### config.mk
export PLATFORM = sky130hd
export DESIGN_NAME = cpu_control
export DESIGN_NICKNAME = d
export VERILOG_FILES = /design/src/rtl/cpu_pkg.sv /design/src/rtl/pc_unit.sv /design/src/rtl/cpu_control.sv
export SDC_FILE = /design/constraint.sdc
export NUM_CORES = 1
export LEC_CHECK = 0
export BUFFER_PORTS_ARGS = -buffer_cell sky130_fd_sc_hd__buf_2
export CAP_MARGIN = 10
export CORE_ASPECT_RATIO = 1.4
export CORE_MARGIN = 2
export CORE_UTILIZATION = 30
export CTS_CLUSTER_DIAMETER = 100
export DETAILED_ROUTE_END_ITERATION = 10
export GPL_ROUTABILITY_DRIVEN = 0
export GPL_TIMING_DRIVEN = 0
export HOLD_SLACK_MARGIN = 0.03
export PLACE_DENSITY = 0.57
export SLEW_MARGIN = 25
export SYNTH_ARGS = -nofsm -noshare
export SYNTH_HDL_FRONTEND = slang
export SYNTH_HIERARCHICAL = 1
export SYNTH_SLANG_ARGS = --single-unit
### constraint.sdc
create_clock -name CLK -period 8.5 [get_ports CLK]
set_clock_uncertainty 0.1 [all_clocks]
set_input_delay 1.7 -clock CLK [delete_from_list [all_inputs] [get_ports CLK]]
set_output_delay 1.7 -clock CLK [all_outputs]
set_load 0.01 [all_outputs]
### src/rtl/cpu_pkg.sv
// Shared opcode, ALU select and FSM state encodings for the 8-bit single-cycle CPU control path.
package cpu_pkg;

    localparam logic [7:0] OP_LOADI = 8'h00;
    localparam logic [7:0] OP_MOV   = 8'h01;
    localparam logic [7:0] OP_ADD   = 8'h02;
    localparam logic [7:0] OP_SUB   = 8'h03;
    localparam logic [7:0] OP_AND   = 8'h04;
    localparam logic [7:0] OP_OR    = 8'h05;
    localparam logic [7:0] OP_J     = 8'h06;
    localparam logic [7:0] OP_BEQ   = 8'h07;

    localparam logic [2:0] ALU_FWD = 3'b000;
    localparam logic [2:0] ALU_ADD = 3'b001;
    localparam logic [2:0] ALU_AND = 3'b010;
    localparam logic [2:0] ALU_OR  = 3'b011;

    typedef enum logic [1:0] {
        ST_RUN   = 2'd0,
        ST_STALL = 2'd1,
        ST_HALT  = 2'd2
    } state_t;

    // Opcodes are dense from 0x00, so legality is a single compare.
    function automatic logic is_legal(input logic [7:0] opcode);
        return opcode <= OP_BEQ;
    endfunction

endpackage

### src/rtl/pc_unit.sv
// Program counter register with sequential (+4) and relative word-offset target adders.
module pc_unit #(
    parameter int          PC_W     = 32,
    parameter logic [PC_W-1:0] RESET_PC = '0
) (
    input  logic            clk,
    input  logic            rst_n,
    input  logic            take_branch,
    input  logic            hold,
    input  logic [7:0]      offset,
    output logic [PC_W-1:0] pc
);

    logic [PC_W-1:0] pc_reg;
    logic [PC_W-1:0] pc_next;
    logic [PC_W-1:0] pc_plus4;
    logic [PC_W-1:0] offset_ext;
    logic [PC_W-1:0] target;

    assign pc_plus4   = pc_reg + PC_W'(4);
    assign offset_ext = {{(PC_W-8){offset[7]}}, offset};
    // Offset counts words relative to the following instruction; wraps modulo 2^PC_W.
    assign target     = pc_plus4 + (offset_ext << 2);

    always_comb begin
        pc_next = pc_plus4;
        if (hold)
            pc_next = pc_reg;
        else if (take_branch)
            pc_next = target;
    end

    always_ff @(posedge clk) begin
        if (!rst_n)
            pc_reg <= RESET_PC;
        else
            pc_reg <= pc_next;
    end

    assign pc = pc_reg;

endmodule

### src/rtl/cpu_control.sv
// Instruction decoder plus run/stall/halt sequencer; drives the ALU/register-file controls and owns the PC.
module cpu_control
    import cpu_pkg::*;
#(
    parameter int              PC_W     = 32,
    parameter logic [PC_W-1:0] RESET_PC = '0
) (
    input  logic            CLK,
    input  logic            RESET,
    input  logic [31:0]     INSTRUCTION,
    input  logic            ZERO,
    input  logic            BUSYWAIT,
    output logic [PC_W-1:0] PC,
    output logic [2:0]      ALUOP,
    output logic            WRITEENABLE,
    output logic            IMMSEL,
    output logic            NEGSEL,
    output logic [2:0]      WRITEREG,
    output logic [2:0]      READREG1,
    output logic [2:0]      READREG2,
    output logic            HALTED
);

    state_t      state_reg;
    logic        halted_reg;

    logic [7:0]  opcode;
    logic        legal;
    logic        dec_we;
    logic        is_jump;
    logic        is_beq;
    logic        take_branch;
    logic        pc_hold;
    logic        unused_bits;

    assign opcode   = INSTRUCTION[31:24];
    assign legal    = is_legal(opcode);
    assign WRITEREG = INSTRUCTION[18:16];
    assign READREG1 = INSTRUCTION[10:8];
    assign READREG2 = INSTRUCTION[2:0];

    // Register-address high bits and the immediate feed the datapath directly, not this block.
    assign unused_bits = ^{INSTRUCTION[15:11], INSTRUCTION[7:3]};

    always_comb begin
        ALUOP   = ALU_FWD;
        IMMSEL  = 1'b0;
        NEGSEL  = 1'b0;
        dec_we  = 1'b0;
        is_jump = 1'b0;
        is_beq  = 1'b0;
        case (opcode)
            OP_LOADI: begin IMMSEL = 1'b1; dec_we = 1'b1; end
            OP_MOV:   dec_we = 1'b1;
            OP_ADD:   begin ALUOP = ALU_ADD; dec_we = 1'b1; end
            OP_SUB:   begin ALUOP = ALU_ADD; NEGSEL = 1'b1; dec_we = 1'b1; end
            OP_AND:   begin ALUOP = ALU_AND; dec_we = 1'b1; end
            OP_OR:    begin ALUOP = ALU_OR;  dec_we = 1'b1; end
            OP_J:     is_jump = 1'b1;
            OP_BEQ:   begin ALUOP = ALU_ADD; NEGSEL = 1'b1; is_beq = 1'b1; end
            default:  ;
        endcase
    end

    // Writes only retire from RUN, and never while reset is held.
    assign WRITEENABLE = dec_we && (state_reg == ST_RUN) && RESET;

    assign take_branch = is_jump || (is_beq && ZERO);
    assign pc_hold     = (state_reg != ST_RUN) || BUSYWAIT || !legal;

    always_ff @(posedge CLK) begin
        if (!RESET) begin
            state_reg  <= ST_RUN;
            halted_reg <= 1'b0;
        end else begin
            case (state_reg)
                ST_RUN: begin
                    if (BUSYWAIT) begin
                        state_reg <= ST_STALL;
                    end else if (!legal) begin
                        state_reg  <= ST_HALT;
                        halted_reg <= 1'b1;
                    end
                end
                ST_STALL: begin
                    if (!BUSYWAIT)
                        state_reg <= ST_RUN;
                end
                ST_HALT: begin
                    halted_reg <= 1'b1;
                end
                default: begin
                    state_reg  <= ST_HALT;
                    halted_reg <= 1'b1;
                end
            endcase
        end
    end

    assign HALTED = halted_reg;

    pc_unit #(
        .PC_W     (PC_W),
        .RESET_PC (RESET_PC)
    ) u_pc_unit (
        .clk         (CLK),
        .rst_n       (RESET),
        .take_branch (take_branch),
        .hold        (pc_hold),
        .offset      (INSTRUCTION[23:16]),
        .pc          (PC)
    );

endmodule
Yosys cells after proc, flatten, opt, wreduce, memory -nomap -nowiden
Cells that the tools add are included.
{"block": "totals", "out_inout_bits": 48, "ff_bits": 35, "wordCells": 50, "inputBits": 36}
{"block": "classes", "n_eq_ne": 13, "mux": 14, "reduce_logical": 15, "bitwise": 2, "add_sub_neg": 2, "magnitude_cmp": 1}
{"operator": "32-bit by 3-bit adder with 32-bit output (second input constant)", "count": 1}
{"operator": "32-bit adder", "count": 1}
{"operator": "8-bit by 3-bit == test with 1-bit output (second input constant)", "count": 4}
{"operator": "32-bit 2-to-1 mux", "count": 1}
{"operator": "8-bit by 2-bit == test with 1-bit output (second input constant)", "count": 2}
{"operator": "2-bit case mux with 3 select lines", "count": 2}
{"operator": "8-bit by 1-bit == test with 1-bit output (second input constant)", "count": 1}
{"operator": "8-bit by 3-bit <= comparator with 1-bit output (second input constant)", "count": 1}
{"operator": "8-bit logical NOT", "count": 1}
{"operator": "1-bit 2-to-1 mux", "count": 7}
{"operator": "2-bit 2-to-1 mux", "count": 3}
{"operator": "2-bit inequality test (second input constant)", "count": 3}
{"operator": "3-bit AND reduction", "count": 2}
{"operator": "6-bit OR reduction", "count": 1}
{"operator": "1-bit logical AND", "count": 3}
{"operator": "1-bit logical OR", "count": 3}
{"operator": "3-bit inequality test (second input constant)", "count": 1}
{"operator": "3-bit OR reduction", "count": 1}
{"operator": "2-bit by 1-bit == test with 1-bit output (second input constant)", "count": 1}
{"operator": "2-bit == test (second input constant)", "count": 1}
{"operator": "2-bit logical NOT", "count": 1}
{"operator": "1-bit inverter", "count": 2}
{"operator": "1-bit case mux with 2 select lines", "count": 1}
{"operator": "2-bit nonzero test", "count": 1}
{"operator": "2 further kinds", "count": 2}

Logic depth before layout (Yosys ltp)
{"block": "depth", "word_depth": 5, "mapped_depth": 17, "ltp_nobuf": 15}

Hierarchy
Netlist, hierarchy kept.
{"mod": "pc_unit", "area_per_inst_um2": 3844.9, "seq_area_each_um2": 600.6, "n_inst": 1, "cells_each": 513}
{"mod": "cpu_control", "area_per_inst_um2": 347.8, "seq_area_each_um2": 60.1, "n_inst": 1, "cells_each": 42}

Least setup slack after synthesis
Ideal clock, no wire load.
{"block": "synth_path", "kind": "input -> output", "startpoint": "input port INSTRUCTION[31]", "endpoint": "output port ALUOP[1]", "path_buffers": 1, "t_required_ps": 6700, "path_stages": 3, "t_arrival_ps": 2510, "setup_slack_ps": 4190, "cell_sequence": "or3_4 -> buf_6 -> nor4b_2"}
{"block": "synth_via", "elab_chain_cells": 3, "elab_cells_between_ends": 7}
{"item": "start, declared", "line": "cpu_control.sv:10", "source": "input logic [31:0] INSTRUCTION,"}
{"item": "8-bit by 3-bit == test with 1-bit output or 8-bit by 2-bit == test with 1-bit output (tied branches)", "line": "cpu_control.sv:52", "source": "case (opcode)"}
{"item": "3-bit OR reduction (no source line)"}
{"item": "2-bit case mux with 3 select lines *", "line": "cpu_control.sv:52"}
{"item": "end, declared", "line": "cpu_control.sv:14", "source": "output logic [2:0] ALUOP,"}
Every way passes the cells marked *; elsewhere a longest branch is shown, timed or not.

Worst setup path after layout
{"block": "layout_path", "startpoint": "input port INSTRUCTION[23]", "endpoint": "register u_pc_unit.pc_reg[31], in the netlist u_pc_unit/pc[31]"}
{"block": "layout_via", "elab_chain_cells": 2}
{"item": "32-bit adder", "line": "pc_unit.sv:23", "source": "assign target = pc_plus4 + (offset_ext << 2);"}
{"item": "32-bit 2-to-1 mux", "line": "pc_unit.sv:29", "source": "else if (take_branch)"}
{"item": "end signal, assigned", "line": "pc_unit.sv:37", "source": "pc_reg <= pc_next;"}
{"item": "end, declared", "line": "pc_unit.sv:14", "source": "logic [PC_W-1:0] pc_reg;"}
Every way passes these cells.
A chain may end at the register's enable or synchronous reset.

==> run metrics <==
critical path data required time=8.54 ns; Max Cap Viol=0; initial antenna violation count=0; final hold vios=0; layout cells sized above 1=0.191; fin. max-slew vios=0; max reg flops=30; CP startpoint kind=input pin; GRT Resource Usage Total=0.182; Area Overhead vs Synth=16.7%; CP endpoint kind=flip-flop; Period Utilization, post-route=0.550; final setup vio count=0; # fillers=1505; worst hold path type=reg -> reg; ant diodes=0; Clock transition at path regs=0.06 ns; area of the multi-input gates=3270 um^2; most common cell in the netlist=nand2_1; DP HPWL=10900 um; CORE AREA=13800 um^2; # resized after CTS=0; Primary FF master, synth=dfxtp_1; drt wl/cell=17.2 um; H-tree levels=2; Routed Wire Length=14000 um; CTS tree=done; Mapped Area=4190 um^2; Clock Power Share=0.443; RSZ-0062 raised after global routing=no; I/O pin count=84; CTS Root Cell=clkbuf_16; Fmax=214 MHz; Mapped Cells=555; top cells by instance count after synthesis=nand2_1, nor2_1, a21oi_1, ha_1, dfxtp_1; vias in the first global route=4192; status=completed; DR vias=4485; Nets=701; relative slew slack=0.415; total negative setup slack=0 ns; global route overflow=0; clock latency on the worst-skew pair=0.28 ns; Rows=51; largest net degree at the start of global routing=34; synth warn=6; Unique masters post-synth=77; largest cells by area after synthesis=dfxtp_1, ha_1, a21oi_1; hold_buf cts=0; Post-synth ARST share=0; Inserted Clock Buffers=5; Initial DRC Count=190; CP Class=in -> reg; maximum VDD drop=65.9 uV; Post-Syn Area per Cell=7.55 um^2; CTS max path bufs=2; Psw=0.117 mW; antenna viol nets, final=0; Initial Util=0.304; Die W=104 um; cell accounting for the most synthesized area=dfxtp_1; Vias per Instance=5.52; I/O Buffers=64; Synth Register Bits=33; CP arrival=4.71 ns; post-CTS setup repair buffer count=0; first-pass GRT wire length=22000 um; number of synthesized flops with an enable pin=0; Max Fanout on Critical Path=33; Logic pwr share=0.178; Final min period=4.68 ns; die height=144 um; post-synth top area share=0.158; Seq/Total Area, Yosys=0.158; Sink Count=33; residual DRC count=0; Tightest Pin Transition=0.866 ns; final worst slack=3.82 ns; leak pwr=2.15 nW; dpl ws=3.54 ns; drt pass-1 iters=5; die area=15000 um^2; PwrDens=85.4 nW/um^2; Seq pwr share=0.379; Sequential cell area=661 um^2; Net Sw Frac=0.280; Pint=0.300 mW
-- worst paths after layout --
| path | cells after the start | start | to | slack (ns) |
|---|---|---|---|---|
| setup / recovery | 10 | INSTRUCTION[23] | u_pc_unit/pc[31] | 3.82 |
| hold / removal | 2 | u_pc_unit/pc[31] | u_pc_unit/pc[31] | 0.38 |
| setup reg to reg | 15 | u_pc_unit/pc[4] | u_pc_unit/pc[26] | 3.93 |
| hold reg to reg | 2 | u_pc_unit/pc[31] | u_pc_unit/pc[31] | 0.38 |
-- cells in the final DEF, fill, tap and decap left out, drive strengths merged, types with 6 or more instances in the layout --
cell type  count
a2111oi        6
buf           85
nor3          18
nand3         20
o21ai         27
a21oi         51
xor2          19
xnor2         29
a211oi        12
and3          11
clkbuf        24
nor4           7
a31oi          9
nand2         56
inv           16
nand4         13
dfxtp         33
ha            37
o21bai         6
nor2          51
a21o          18
-- stage by stage --
stage	util	std cells	hold WS, ns	power, mW	cell area [um^2]
floorplan	-	556	0.400	0.211	4200
global placement	0.344	805	0.373	0.233	4750
detailed placement	0.344	805	0.374	0.235	4750
CTS	0.355	812	0.383	0.422	4890
global route	0.355	812	0.402	0.435	4890
finish	0.355	812	0.378	0.418	4890
-- cell type report --
| type | instances | share of cell area |
|---|---|---|
| tap | 185 | 0.0473 |
| multi-input combinational | 468 | 0.668 |
| clock buffer | 7 | 0.0292 |
| sequential | 33 | 0.135 |
| timing repair buffer | 64 | 0.0655 |
| buffer | 38 | 0.0422 |
| inverter | 17 | 0.0130 |
-- critical path: stages --
cell       delay (ns)
buf_2            0.57
ha_1             0.39
a21oi_1          0.24
o21ai_0          0.25
a22oi_1          0.44
a31oi_4          0.25
and2_1           0.22
a2111oi_2        0.42
a21o_1           0.16
a21oi_1          0.05
-- power by group through the flow --
stage | clock, mW | sequential (mW) | combinational, mW
after floorplan | 0 | 0.162 | 0.0492
after global routing | 0.195 | 0.159 | 0.0818
after global placement | 0 | 0.162 | 0.0718
final | 0.185 | 0.158 | 0.0742
after CTS | 0.190 | 0.158 | 0.0738
after detailed placement | 0 | 0.162 | 0.0732
-- cells by family (layout without fill, tap and decap cells) --
family,Yosys count,after routing,synth area share
AND/OR/NAND/NOR,205,205,0.256
AO/OA/AOI/OAI,171,171,0.295
adder cells (fa/ha/maj),38,38,0.115
flip-flops,33,33,0.158
buffers and inverters,55,126,0.0645
multiplexers,3,3,0.00716
other,2,3,0.00179
XOR/XNOR,48,48,0.102
-- layer usage --
metal / vias up / global-route usage / wire length, um
met5: - / 0 / 0
met4: 0 / 0.0612 / 257
met3: 19 / 0.0168 / 510
met2: 135 / 0.357 / 7480
met1: 2137 / 0.205 / 5750
li1: 2194 / - / -
Note: power is estimated with default switching activity, not from simulation.
